File: config.mk
export PLATFORM = sky130hd
export DESIGN_NAME = pe_sequencer_flat
export DESIGN_NICKNAME = d
export VERILOG_FILES = /design/src/rtl/systolic_pkg.sv /design/src/rtl/pe_sequencer_if.sv /design/src/rtl/pe_sequencer.sv /design/src/flat_wrapper.sv
export SDC_FILE = /design/constraint.sdc
export NUM_CORES = 1
export LEC_CHECK = 0
export BUFFER_PORTS_ARGS = -buffer_cell sky130_fd_sc_hd__buf_2
export CAP_MARGIN = 10
export CORE_ASPECT_RATIO = 0.6
export CORE_MARGIN = 4
export CORE_UTILIZATION = 43
export CTS_CLUSTER_DIAMETER = 50
export DETAILED_ROUTE_END_ITERATION = 12
export PLACE_DENSITY = 0.72
export SLEW_MARGIN = 30
export SYNTH_ARGS = -nofsm -noshare
export SYNTH_HDL_FRONTEND = slang
export SYNTH_SLANG_ARGS = --single-unit
File: constraint.sdc
create_clock -name clk -period 3.3 [get_ports clk]
set_input_delay 0.165 -clock clk [delete_from_list [all_inputs] [get_ports clk]]
set_output_delay 0.165 -clock clk [all_outputs]
set_load 0.01 [all_outputs]
File: src/rtl/systolic_pkg.sv
// rtl/systolic_pkg.sv - shared widths and sequencer state encoding
//
// Purpose : common definitions for the systolic PE sequencer slice.
// Contents: DATA_W  - sample / weight / bias width
//           ACC_W   - PE accumulator width
//           state_t - sequencer FSM states
package systolic_pkg;

  localparam int DATA_W = 8;
  localparam int ACC_W  = 16;

  typedef enum logic [2:0] {
    ST_IDLE,
    ST_LOAD,
    ST_STREAM,
    ST_WAIT,
    ST_DONE
  } state_t;

endpackage

File: src/rtl/pe_sequencer_if.sv
// rtl/pe_sequencer_if.sv - job, sample and result handshakes of the PE sequencer
//
// Purpose : bundles the host-facing handshakes of pe_sequencer.
// Signals : cfg_valid/cfg_ready, cfg_weight, cfg_bias, cfg_len - job command
//           in_valid/in_ready, in_data                         - sample stream
//           res_valid/res_ready, res_data                      - job result
//           busy                                               - sequencer not idle
// Modports: master - host side (issues jobs and samples, takes results)
//           slave  - sequencer side
interface pe_sequencer_if
  import systolic_pkg::*;
#(
  parameter int LEN_W = 8
) ();

  logic              cfg_valid;
  logic              cfg_ready;
  logic [DATA_W-1:0] cfg_weight;
  logic [DATA_W-1:0] cfg_bias;
  logic [LEN_W-1:0]  cfg_len;

  logic              in_valid;
  logic              in_ready;
  logic [DATA_W-1:0] in_data;

  logic              res_valid;
  logic              res_ready;
  logic [ACC_W-1:0]  res_data;

  logic              busy;

  modport master (
    output cfg_valid, cfg_weight, cfg_bias, cfg_len,
    output in_valid, in_data,
    output res_ready,
    input  cfg_ready, in_ready, res_valid, res_data, busy
  );

  modport slave (
    input  cfg_valid, cfg_weight, cfg_bias, cfg_len,
    input  in_valid, in_data,
    input  res_ready,
    output cfg_ready, in_ready, res_valid, res_data, busy
  );

endinterface

File: src/rtl/pe_sequencer.sv
// rtl/pe_sequencer.sv - drives one processing element through a weight/bias/stream job
//
// Purpose : accepts a job (weight, bias, sample count N), loads weight and bias
//           into the PE, streams N samples into its accumulator, then captures
//           the PE accumulator verbatim as the job result.
// Ports   : clk, rst_n       - clock, asynchronous active-low reset
//           bus (slave)      - cfg / in / res handshakes and busy
//           pe_data          - sample to the PE (0 unless pe_acc_en)
//           pe_weight        - weight to the PE (valid with pe_weight_en)
//           pe_bias          - bias to the PE (valid with pe_bias_en)
//           pe_weight_en     - PE weight load strobe
//           pe_bias_en       - PE accumulator preload with bias
//           pe_acc_en        - PE multiply-accumulate strobe
//           pe_acc           - PE accumulator value
module pe_sequencer
  import systolic_pkg::*;
#(
  parameter int LEN_W = 8
) (
  input  logic              clk,
  input  logic              rst_n,
  pe_sequencer_if.slave     bus,
  output logic [DATA_W-1:0] pe_data,
  output logic [DATA_W-1:0] pe_weight,
  output logic [DATA_W-1:0] pe_bias,
  output logic              pe_weight_en,
  output logic              pe_bias_en,
  output logic              pe_acc_en,
  input  logic [ACC_W-1:0]  pe_acc
);

  state_t            state_q, state_d;
  logic [LEN_W-1:0]  cnt_q;
  logic [LEN_W-1:0]  len_q;
  logic [DATA_W-1:0] weight_q;
  logic [DATA_W-1:0] bias_q;
  logic [ACC_W-1:0]  res_q;
  logic              cfg_take;
  logic              acc_take;

  always_ff @(posedge clk or negedge rst_n) begin
    if (!rst_n) begin
      state_q  <= ST_IDLE;
      cnt_q    <= '0;
      len_q    <= '0;
      weight_q <= '0;
      bias_q   <= '0;
      res_q    <= '0;
    end else begin
      state_q <= state_d;
      if (cfg_take) begin
        weight_q <= bus.cfg_weight;
        bias_q   <= bus.cfg_bias;
        len_q    <= bus.cfg_len;
        cnt_q    <= '0;
      end
      if (acc_take) begin
        cnt_q <= cnt_q + LEN_W'(1);
      end
      // The PE finishes its last accumulate at the edge entering WAIT, so
      // pe_acc is final throughout WAIT and is taken at its closing edge.
      if (state_q == ST_WAIT) begin
        res_q <= pe_acc;
      end
    end
  end

  always_comb begin
    state_d       = state_q;
    cfg_take      = 1'b0;
    acc_take      = 1'b0;
    bus.cfg_ready = 1'b0;
    bus.in_ready  = 1'b0;
    bus.res_valid = 1'b0;
    pe_weight_en  = 1'b0;
    pe_bias_en    = 1'b0;
    pe_acc_en     = 1'b0;
    pe_weight     = '0;
    pe_bias       = '0;
    pe_data       = '0;

    case (state_q)
      ST_IDLE: begin
        bus.cfg_ready = 1'b1;
        if (bus.cfg_valid) begin
          cfg_take = 1'b1;
          state_d  = ST_LOAD;
        end
      end

      ST_LOAD: begin
        pe_weight_en = 1'b1;
        pe_bias_en   = 1'b1;
        pe_weight    = weight_q;
        pe_bias      = bias_q;
        state_d      = (len_q != '0) ? ST_STREAM : ST_WAIT;
      end

      ST_STREAM: begin
        bus.in_ready = 1'b1;
        if (bus.in_valid) begin
          acc_take  = 1'b1;
          pe_acc_en = 1'b1;
          pe_data   = bus.in_data;
          // len_q is non-zero here, so len_q - 1 cannot wrap.
          if (cnt_q == len_q - LEN_W'(1)) begin
            state_d = ST_WAIT;
          end
        end
      end

      ST_WAIT: begin
        state_d = ST_DONE;
      end

      ST_DONE: begin
        bus.res_valid = 1'b1;
        if (bus.res_ready) begin
          state_d = ST_IDLE;
        end
      end

      default: begin
        state_d = ST_IDLE;
      end
    endcase
  end

  assign bus.busy     = (state_q != ST_IDLE);
  assign bus.res_data = res_q;

endmodule

File: src/flat_wrapper.sv
// flat-port wrapper written by rule: the top's interface ports become plain ports
module pe_sequencer_flat import systolic_pkg::*;
#(
  parameter int LEN_W = 8
)
  (clk, rst_n, pe_data, pe_weight, pe_bias, pe_weight_en, pe_bias_en, pe_acc_en, pe_acc, bus_cfg_valid, bus_cfg_weight, bus_cfg_bias, bus_cfg_len, bus_in_valid, bus_in_data, bus_res_ready, bus_cfg_ready, bus_in_ready, bus_res_valid, bus_res_data, bus_busy);
  pe_sequencer_if #(.LEN_W(LEN_W)) bus_i ();
  input  logic clk;
  input  logic rst_n;
  output logic [DATA_W-1:0] pe_data;
  output logic [DATA_W-1:0] pe_weight;
  output logic [DATA_W-1:0] pe_bias;
  output logic pe_weight_en;
  output logic pe_bias_en;
  output logic pe_acc_en;
  input  logic [ACC_W-1:0] pe_acc;
  input wire logic [$bits(bus_i.cfg_valid)-1:0] bus_cfg_valid;
  input wire logic [$bits(bus_i.cfg_weight)-1:0] bus_cfg_weight;
  input wire logic [$bits(bus_i.cfg_bias)-1:0] bus_cfg_bias;
  input wire logic [$bits(bus_i.cfg_len)-1:0] bus_cfg_len;
  input wire logic [$bits(bus_i.in_valid)-1:0] bus_in_valid;
  input wire logic [$bits(bus_i.in_data)-1:0] bus_in_data;
  input wire logic [$bits(bus_i.res_ready)-1:0] bus_res_ready;
  output wire logic [$bits(bus_i.cfg_ready)-1:0] bus_cfg_ready;
  output wire logic [$bits(bus_i.in_ready)-1:0] bus_in_ready;
  output wire logic [$bits(bus_i.res_valid)-1:0] bus_res_valid;
  output wire logic [$bits(bus_i.res_data)-1:0] bus_res_data;
  output wire logic [$bits(bus_i.busy)-1:0] bus_busy;
  assign bus_i.cfg_valid = bus_cfg_valid;
  assign bus_i.cfg_weight = bus_cfg_weight;
  assign bus_i.cfg_bias = bus_cfg_bias;
  assign bus_i.cfg_len = bus_cfg_len;
  assign bus_i.in_valid = bus_in_valid;
  assign bus_i.in_data = bus_in_data;
  assign bus_i.res_ready = bus_res_ready;
  assign bus_cfg_ready = bus_i.cfg_ready;
  assign bus_in_ready = bus_i.in_ready;
  assign bus_res_valid = bus_i.res_valid;
  assign bus_res_data = bus_i.res_data;
  assign bus_busy = bus_i.busy;
  pe_sequencer #(.LEN_W(LEN_W)) u_core (.clk(clk), .rst_n(rst_n), .bus(bus_i), .pe_data(pe_data), .pe_weight(pe_weight), .pe_bias(pe_bias), .pe_weight_en(pe_weight_en), .pe_bias_en(pe_bias_en), .pe_acc_en(pe_acc_en), .pe_acc(pe_acc));
endmodule
### Word-level counts from Yosys, hierarchy flattened

Cells that the tools add are included.

* output and inout bits: 47
* memories kept: 0
* logic and storage cells: 42
* latch bits: 0
* memory bits (writable): 0
* bits in read-only memories: 0
* input bits: 53
* bits in registers: 51

* add/sub/neg operators: 2
* mux-type cells: 20
* multipliers: 0
* reduce and logical (&&, ||, !) cells: 5
* shift operators: 0
* magnitude comparators: 0
* divide/modulo/power cells: 0
* bitwise operators: 0
* equal/unequal tests: 9

Operators with widths (count)
* 8-bit two-way mux: 6
* 3-bit one-hot mux with 5 select lines: 1
* 3-bit two-way mux: 4
* 1-bit two-way mux: 9
* 8-bit by 1-bit adder with 8-bit output (second input constant): 1
* 8-bit equality test: 1
* 8-bit nonzero test: 1
* 8-bit by 1-bit subtractor with 8-bit output (second input constant): 1
* 3-bit by 2-bit equality test with 1-bit output (second input constant): 2
* 2-bit inequality test (second input constant): 3
* 4-bit AND reduction: 1
* 3-bit by 1-bit equality test with 1-bit output (second input constant): 1
* 3-bit equality test (second input constant): 1
* 3-bit logical NOT: 1
* 3-bit nonzero test: 1
* 2-bit by 1-bit inequality test with 1-bit output (second input constant): 1
* 2-bit nonzero test: 1

### Logic depth before layout (Yosys ltp)

Gate-level depths: netlist of run 1.

* depth in word-level cells: 5
* depth in mapped cells: 8
* gate-level depth less buffers: 7

### Worst setup path after synthesis of run 1

No wires, ideal clock.

* path type: reg2reg
* from: register u_core.len_q[0]
* to: register u_core.state_q[0]
* path slack: 1670 ps
* stages on the path, launching flop included: 9
* buffers on the path: 1
* arrival: 1543 ps
* library setup time: 87 ps
* data required time: 3213 ps
* period minus slack after synthesis: 1630 ps
* cells stage by stage: dfrtp_1 -> inv_1 -> ha_1 -> buf_2 -> nor2_1 -> a221oi_1 -> o311a_2 -> nand4_1 -> a211oi_2

* cells in the longest elaborated chain, start to end: 4
* elaborated cells on any way between the ends: 7
* those cells by class: add/sub (1); eq/ne (2); mux (2); reduce/logical (2)

RTL lines
* start, declared: RTL line pe_sequencer.sv:34 `logic [LEN_W-1:0] len_q;`
* start signal, assigned: RTL line pe_sequencer.sv:54 `len_q <= bus.cfg_len;`
* 8-bit by 1-bit subtractor with 8-bit output: RTL line pe_sequencer.sv:106 `if (cnt_q == len_q - LEN_W'(1)) begin`
* 8-bit equality test: RTL line pe_sequencer.sv:106
* 2-bit by 1-bit inequality test with 1-bit output (no line)
* 4-bit AND reduction (no line)
* end signal, assigned: RTL line pe_sequencer.sv:50 `state_q <= state_d;`
* end, declared: RTL line pe_sequencer.sv:32 `state_t state_q, state_d;`

Several ways; a longest one is shown, not always the timed one.
A chain may end at the register's enable or synchronous reset.

### Final worst setup path of run 1

* from: register u_core.state_q[0]
* to: output port pe_weight[7]

* cells in the longest elaborated chain, start to end: 2

RTL lines
* 3-bit by 1-bit equality test with 1-bit output: RTL line pe_sequencer.sv:82 `case (state_q)`
* 8-bit two-way mux: RTL line pe_sequencer.sv:82
* end, declared: RTL line flat_wrapper.sv:11 `output logic [DATA_W-1:0] pe_weight;`

No other way between the ends.

==> results of run 1 <==
## worst min-delay path by stage
stage	cells after the start	startpoint	end	slack [ns]
3_3_place_gp	1	rst_n	u_core.bus.res_data[0]$_DFFE_PN0P_	0.17
5_1_grt	3	bus_cfg_bias[7]	u_core.bias_q[7]$_DFFE_PN0P_	0.04
3_5_place_dp	1	rst_n	u_core.bus.res_data[2]$_DFFE_PN0P_	0.18
2_1_floorplan	0	rst_n	u_core.bias_q[0]$_DFFE_PN0P_	-0.13
4_1_cts	3	bus_cfg_weight[1]	u_core.weight_q[1]$_DFFE_PN0P_	0.04
6_report	3	bus_cfg_bias[1]	u_core.bias_q[1]$_DFFE_PN0P_	0.05
## sequential cells by signal, summed over array words and instances (netlist names)
signal               flops
u_core.bias_q            8
u_core.bus.res_data     16
u_core.cnt_q             8
u_core.len_q             8
u_core.state_q           3
u_core.weight_q          8
## cell usage after synthesis (2+ instances only)
library cell	n	area, um2
a21oi_1	4	20.0
and2_1	17	106
and3_1	11	68.8
buf_2	2	10.0
buf_4	6	45.0
clkbuf_1	3	11.3
clkbuf_2	2	10.0
dfrtp_1	51	1280
ha_1	2	25.0
inv_1	6	22.5
mux2_2	16	180
nand2_1	71	267
nand3_1	5	25.0
nand3b_1	2	15.0
nand4_1	3	18.8
nor2_1	7	26.3
nor3_1	2	10.0
o211ai_1	2	15.0
o21ai_0	12	60.1
xnor2_1	5	43.8
xor2_1	5	43.8
## worst min-delay path: cells and delay by family
family / cells / cell delay (ns)
and+or+nand+nor: 2 / 0.09
buffers and inverters: 1 / 0.08
## area by class of cell
cell class	instances	area (um2)	share of cell area [%]
sequential	51	1280	40.2
multi-input combinational	186	1160	36.6
timing repair buffer	102	520	16.4
tap	80	100	3.15
clock buffer	5	68.8	2.17
inverter	7	31.3	0.984
clock inverter	3	18.8	0.591
## layer usage
layer | global-route usage (%) | vias up | part of all wire [%]
met5 | 0 | - | 0
met2 | 26.3 | 68 | 42
met1 | 22.6 | 965 | 50
met4 | 4.41 | 0 | 0.72
met3 | 4.78 | 7 | 7.3
li1 | - | 1048 | -
## cells by family (layout without fill, tap and decap cells)
kind of cell	Yosys count	after routing
mux	16	16
flops	51	51
compound gates	29	29
simple gates	129	129
fa+ha+maj	2	2
xor+xnor	10	10
buf+inv	20	117
## what timing repair did
item	CTS	global route
hold endpoints to repair	22	0
buffers inserted	0	0
hold buffers	1	0
gates resized for setup	0	0
## cells in the final DEF, fill, tap and decap left out, types with 2 or more instances in the layout
master / instances
clkinv_2: 2
xnor2_1: 5
and2_1: 17
dfrtp_1: 51
clkbuf_8: 5
and3_1: 11
o21ai_0: 12
a21oi_1: 4
buf_2: 99
xor2_1: 5
nand3b_1: 2
nand4_1: 3
ha_1: 2
mux2_2: 16
buf_4: 2
nand2_1: 71
o211ai_1: 2
nor3_1: 2
nand3_1: 5
nor2_1: 7
inv_1: 6
## power groups by stage
stage	Combinational, uW	Clock (uW)	Sequential [uW]
2_1_floorplan	878	0	1110
4_1_cts	1280	374	1110
3_5_place_dp	1270	0	1120
5_1_grt	1410	402	1150
3_3_place_gp	1240	0	1110
6_report	1260	356	1110
## metrics by stage
stage | hold WS (ns) | instances | setup slack [ns] | total power [uW] | area [um2]
2_1_floorplan | -0.131 | 257 | 1.67 | 1990 | 2550
3_3_place_gp | 0.170 | 425 | 1.45 | 2350 | 3080
3_5_place_dp | 0.175 | 425 | 1.38 | 2390 | 3080
4_1_cts | 0.0418 | 434 | 1.12 | 2760 | 3180
5_1_grt | 0.0390 | 434 | 0.949 | 2960 | 3180
6_report | 0.0543 | 434 | 1.13 | 2730 | 3180
==> out/results.txt, run 1 <==
Top_reg_cell synth = dfrtp_1
Max_cap viols = 0
Ys async rst share = 100%
Mux contribution to synthesized area = 7.08%
Switch share = 40.7%
Post-Synth XOR/XNOR Area = 3.44%
Worst Hold Class = input pin to register
Register bit count reported by yosys = 51
Synthesized instance count = 257
Fraction of layout cells with a size suffix above 1 = 38.7%
Final Max Slew Viols = 0
Switching power total = 1110 uW
Max stage delay on crit path = 0.78 ns
Post-layout util = 56.3%
Tot GR Track Use = 16.6%
Final HPWL DP = 4430 um
CTS HTree Levels = 2
Int Pwr = 1620 uW
Crit Path Category = register to output pin
# DRC = 0
Register area share after synthesis = 50.1%
Antenna-violating nets left = 0
Num CTS Buffers = 5
Largest family of logic cells by synthesized area = simple AND/OR/NAND/NOR gates
Outcome = complete, no violations
Arr. time, crit path = 2.01 ns
ANT cells = 0
Crit Reg-Reg Endpoint = u_core.state_q[0]$_DFFE_PN0P_
Height of the die = 67.6 um
Max rail drop VDD = 328 uV
Io pins = 100
Combinational group share of total power = 46.2%
PwrDens = 859 nW/um2
Synthesized net count = 312
Vias in the first global route = 2068
Least-Margin Pin Slew = 0.867 ns
Setup-failing EPs final = 0
Unrepaired setup endpoints after global routing = false
Routability cong. = 0.855
Die width = 107 um
Global-route wire length before repair = 9500 um
Iter 0 DRT Violations = 96
Setup crit end = pe_weight[7]
Antenna violations before repair = 0
Minimum clock period = 2.17 ns
Core area = 5650 um2
Sequential Power Share = 40.7%
Sum Neg Setup Slack = 0 ns
Clock Tree Buf Depth = 2
Drt total wl = 5860 um
Largest net degree at the start of global routing = 30
Cell Area, Synth = 2550 um2
Synth cell types = 44
DR WL/cell = 13.5 um
Period Utilization, post-route = 65.8%
Rel. slew slack = 41.9%
Reg2reg start = u_core.len_q[0]$_DFFE_PN0P_
Post-Route Skew = 0.00482 ns
Clock-pin slew on the worst setup and hold paths = 0.09 ns
Port bufs = 99
Startpoint Class = register
Worst setup EP type = output pin
Synth Area in Simple Gates = 26.5%
TritonRoute pass-1 iters = 4
Post-synth EDFFs = 0
CTS tree = done
Compound-gate portion of the synthesized area = 7.62%
Vias post-DR = 2088
LEAKAGE = 0.00171 uW
CP top delay family = simple AND/OR/NAND/NOR gates
Layout overhead on the synthesized area = 24.8%
Clk network pwr share = 13.1%
Bufs and invs on worst path = 1
Vias per cell = 4.81
Clock sink count = 51
Depth of the worst register-to-register path = 7
Rows = 21
GRT overflow = 0
Syn avg cell area = 9.91 um2
Synth warnings = 0
Slowest stage cell on the critical path = nor3b_2
Clock latency on the worst-skew pair = 0.30 ns
Worst-path cell chain = nor3b_2, and2_1, buf_2
Final Net Count = 408
Max Freq = 460 MHz
Cell count along the critical path = 3
Die ar. = 7260 um2
Synth Area in Adders = 0.983%
Root Driver = clkbuf_8
Reg2reg setup slack = 1.30 ns
Worst setup startpoint = u_core.state_q[0]$_DFFE_PN0P_
Worst Path Required = 3.13 ns
Crit-path max FO = 19
Starting density of the core = 45.1%
Hold Violations, Final = 0
Layout fillers = 516
(Power assumes the default switching activity.)
==> run 2: changes to the inputs <==
- PLACE_DENSITY: 0.72 -> 0.75
- clock period: 3.3 -> 1.95 ns (I/O delays scaled with it)
==> run 2 against run 1 <==
Sequential share of layout area down 3.1 points; first-iteration DRC count grew 53%; worst hold slack worse by 0.044 ns; sequential power up 71%; core utilization grew 4.7 points; cell area grew 8.3%; die area unchanged; power increased by 78%; final cell count is 5.8% higher; setup slack got worse by 0.97 ns; register-to-register slack lost 1.1 ns; global-route usage is 1.4 points higher; critical path type is now register to register.
==> out/results.txt, run 2 (synthesized netlist as in run 1, its figures left out) <==
Outcome = complete, no violations
Io pins = 100 (unchanged)
Unrepaired setup endpoints after global routing = false
Antenna violations before repair = 0 (unchanged)
Vias post-DR = 2214 (+6.0%)
GRT overflow = 0 (unchanged)
Layout overhead on the synthesized area = 35.2%
# DRC = 0 (unchanged)
Max rail drop VDD = 645 uV (+97%)
CTS HTree Levels = 2 (unchanged)
Sum Neg Setup Slack = 0 ns (unchanged)
Clock latency on the worst-skew pair = 0.30 ns (about the same)
Iter 0 DRT Violations = 147 (+53%)
Startpoint Class = register
Tot GR Track Use = 18.0% (+1.4 points)
Root Driver = clkbuf_8
Vias in the first global route = 2099 (+1.5%)
Most frequent cells in the layout = buf_2 (99), nand2_1 (71), dfrtp_1 (51), dlygate4sd3_1 (21), and2_1 (17)
Setup-failing EPs final = 0 (unchanged)
Starting density of the core = 45.1% (unchanged)
Worst Path Required = 2.17 ns (-0.96 ns)
Height of the die = 67.6 um (unchanged)
Clock sink count = 51 (unchanged)
Rows = 21 (unchanged)
Die width = 107 um (unchanged)
LEAKAGE = 0.00183 uW (+6.8%)
Drt total wl = 6460 um (+10%)
Hold path depth = 3 (unchanged)
Minimum clock period = 1.79 ns
Pwr Total = 4840 uW (+78%)
Period Utilization, post-route = 92.0%
Post-Route Skew = 0.00360 ns (-0.00121 ns)
TritonRoute pass-1 iters = 4 (unchanged)
Largest net degree at the start of global routing = 24 (-20%)
Routability cong. = 0.872 (+2.0%)
ANT cells = 0 (unchanged)
Global-route wire length before repair = 10300 um (+7.9%)
Fraction of layout cells with a size suffix above 1 = 37.7% (-0.97 points)
Setup bufs post-CTS = 0 (unchanged)
Final Max Slew Viols = 0 (unchanged)
Max Freq = 557 MHz
Vias per cell = 4.82 (+0.26%)
Reg2reg setup slack = 0.16 ns (-1.14 ns)
Hold Violations, Final = 0 (unchanged)
Max FFs per register = 16 (unchanged)
Crit Path Category = register to register
Startpoint of the worst hold path = bus_cfg_len[3]
Clock Tree Buf Depth = 2 (unchanged)
Final HPWL DP = 4580 um (+3.4%)
Antenna-violating nets left = 0 (unchanged)
Num CTS Buffers = 5 (unchanged)
Commonest non-fill, non-tap cell in the layout = buf_2
Reg2reg start = u_core.len_q[0]$_DFFE_PN0P_
Least-Margin Pin Slew = 0.461 ns (-0.406 ns)
Crit Reg-Reg Endpoint = u_core.state_q[0]$_DFFE_PN0P_
Die ar. = 7260 um2 (unchanged)
PwrDens = 1410 nW/um2 (+64%)
Rel. slew slack = 69.3% (+27 points)
Clock-pin slew on the worst setup and hold paths = 0.09 ns (about the same)
Max_cap viols = 0 (unchanged)
Depth of the worst register-to-register path = 7 (unchanged)
Hold Crit Endpoint = u_core.len_q[3]$_DFFE_PN0P_
Arr. time, crit path = 2.02 ns (about the same)
Port bufs = 99 (unchanged)
CTS tree = done
DR WL/cell = 14.1 um (+4.1%)
Worst setup EP type = register
Crit-path max FO = 9 (-10)
Final Net Count = 433 (+6.1%)
Core area = 5650 um2 (unchanged)
Worst Hold Class = input pin to register
==> run 2: cell count changes in the layout (fill, tap and decap cells not counted) <==
cell	before	now
ha_1	2	1
dlygate4sd3_1	1	21
inv_6	1	0
ha_2	0	1
clkinv_2	2	1
buf_4	2	7
bufinv_16	0	1
clkinv_4	1	2
==> run 2: layer usage <==
metal	global-route usage, %	part of all wire, %
met1	25.3	49
met5	0	0
met3	4.97	8.8
met4	3.62	0.29
met2	28.1	42
==> run 2: per-stage QoR <==
step           worst slack (ns)  util (%)  hold WS [ns]  instances  cell area, um2
6_report                  0.155      61.0        0.0104        459            3440
5_1_grt                  0.0400      61.0       0.00517        459            3440
4_1_cts                   0.117      60.9       0.00154        459            3440
3_5_place_dp              0.151      55.2        0.0703        430            3120
3_3_place_gp              0.212      55.2        0.0725        430            3120
2_1_floorplan             0.320         -        -0.198        257            2550
==> run 2: repair_timing <==
item                       in CTS  in global routing
hold endpoints to repair       40                  0
hold buffers                   21                  0
gates resized for setup         0                  1
setup endpoints to repair       0                  1
==> run 2: final cells by class <==
cell class	count	area, um2
Multi-Input combinational cell	186	1160
Clock inverter	3	43.8
Clock buffer	5	68.8
Timing Repair Buffer	127	758
Fill cell	469	2210
Tap cell	80	100
Sequential cell	51	1280
Inverter	7	31.3
==> run 2: power by group <==
group	switching [uW]	internal, uW	total, uW
sequential	384	1510	1900
combinational	1160	1060	2220
clock	345	382	727
total	1890	2950	4840
==> run 2: how the worst max path moves through the flow <==
stage | from | endpoint | slack, ns | cells after the start
final | u_core.len_q[0]$_DFFE_PN0P_ | u_core.state_q[0]$_DFFE_PN0P_ | 0.16 | 7
after floorplan | u_core.len_q[0]$_DFFE_PN0P_ | u_core.state_q[0]$_DFFE_PN0P_ | 0.32 | 8
after global routing | u_core.len_q[0]$_DFFE_PN0P_ | u_core.state_q[0]$_DFFE_PN0P_ | 0.04 | 7
after detailed placement | u_core.len_q[0]$_DFFE_PN0P_ | u_core.state_q[0]$_DFFE_PN0P_ | 0.15 | 7
after CTS | u_core.len_q[0]$_DFFE_PN0P_ | u_core.state_q[0]$_DFFE_PN0P_ | 0.12 | 7
after global placement | u_core.len_q[0]$_DFFE_PN0P_ | u_core.state_q[0]$_DFFE_PN0P_ | 0.21 | 7
==> run 2: critical path, stage by stage, from the launching register on <==
cell	delay (ns)
dfrtp_1	0.43
inv_1	0.10
ha_2	0.28
nor2_1	0.09
a221oi_1	0.27
o311a_2	0.22
nand4_1	0.10
a211oi_2	0.22
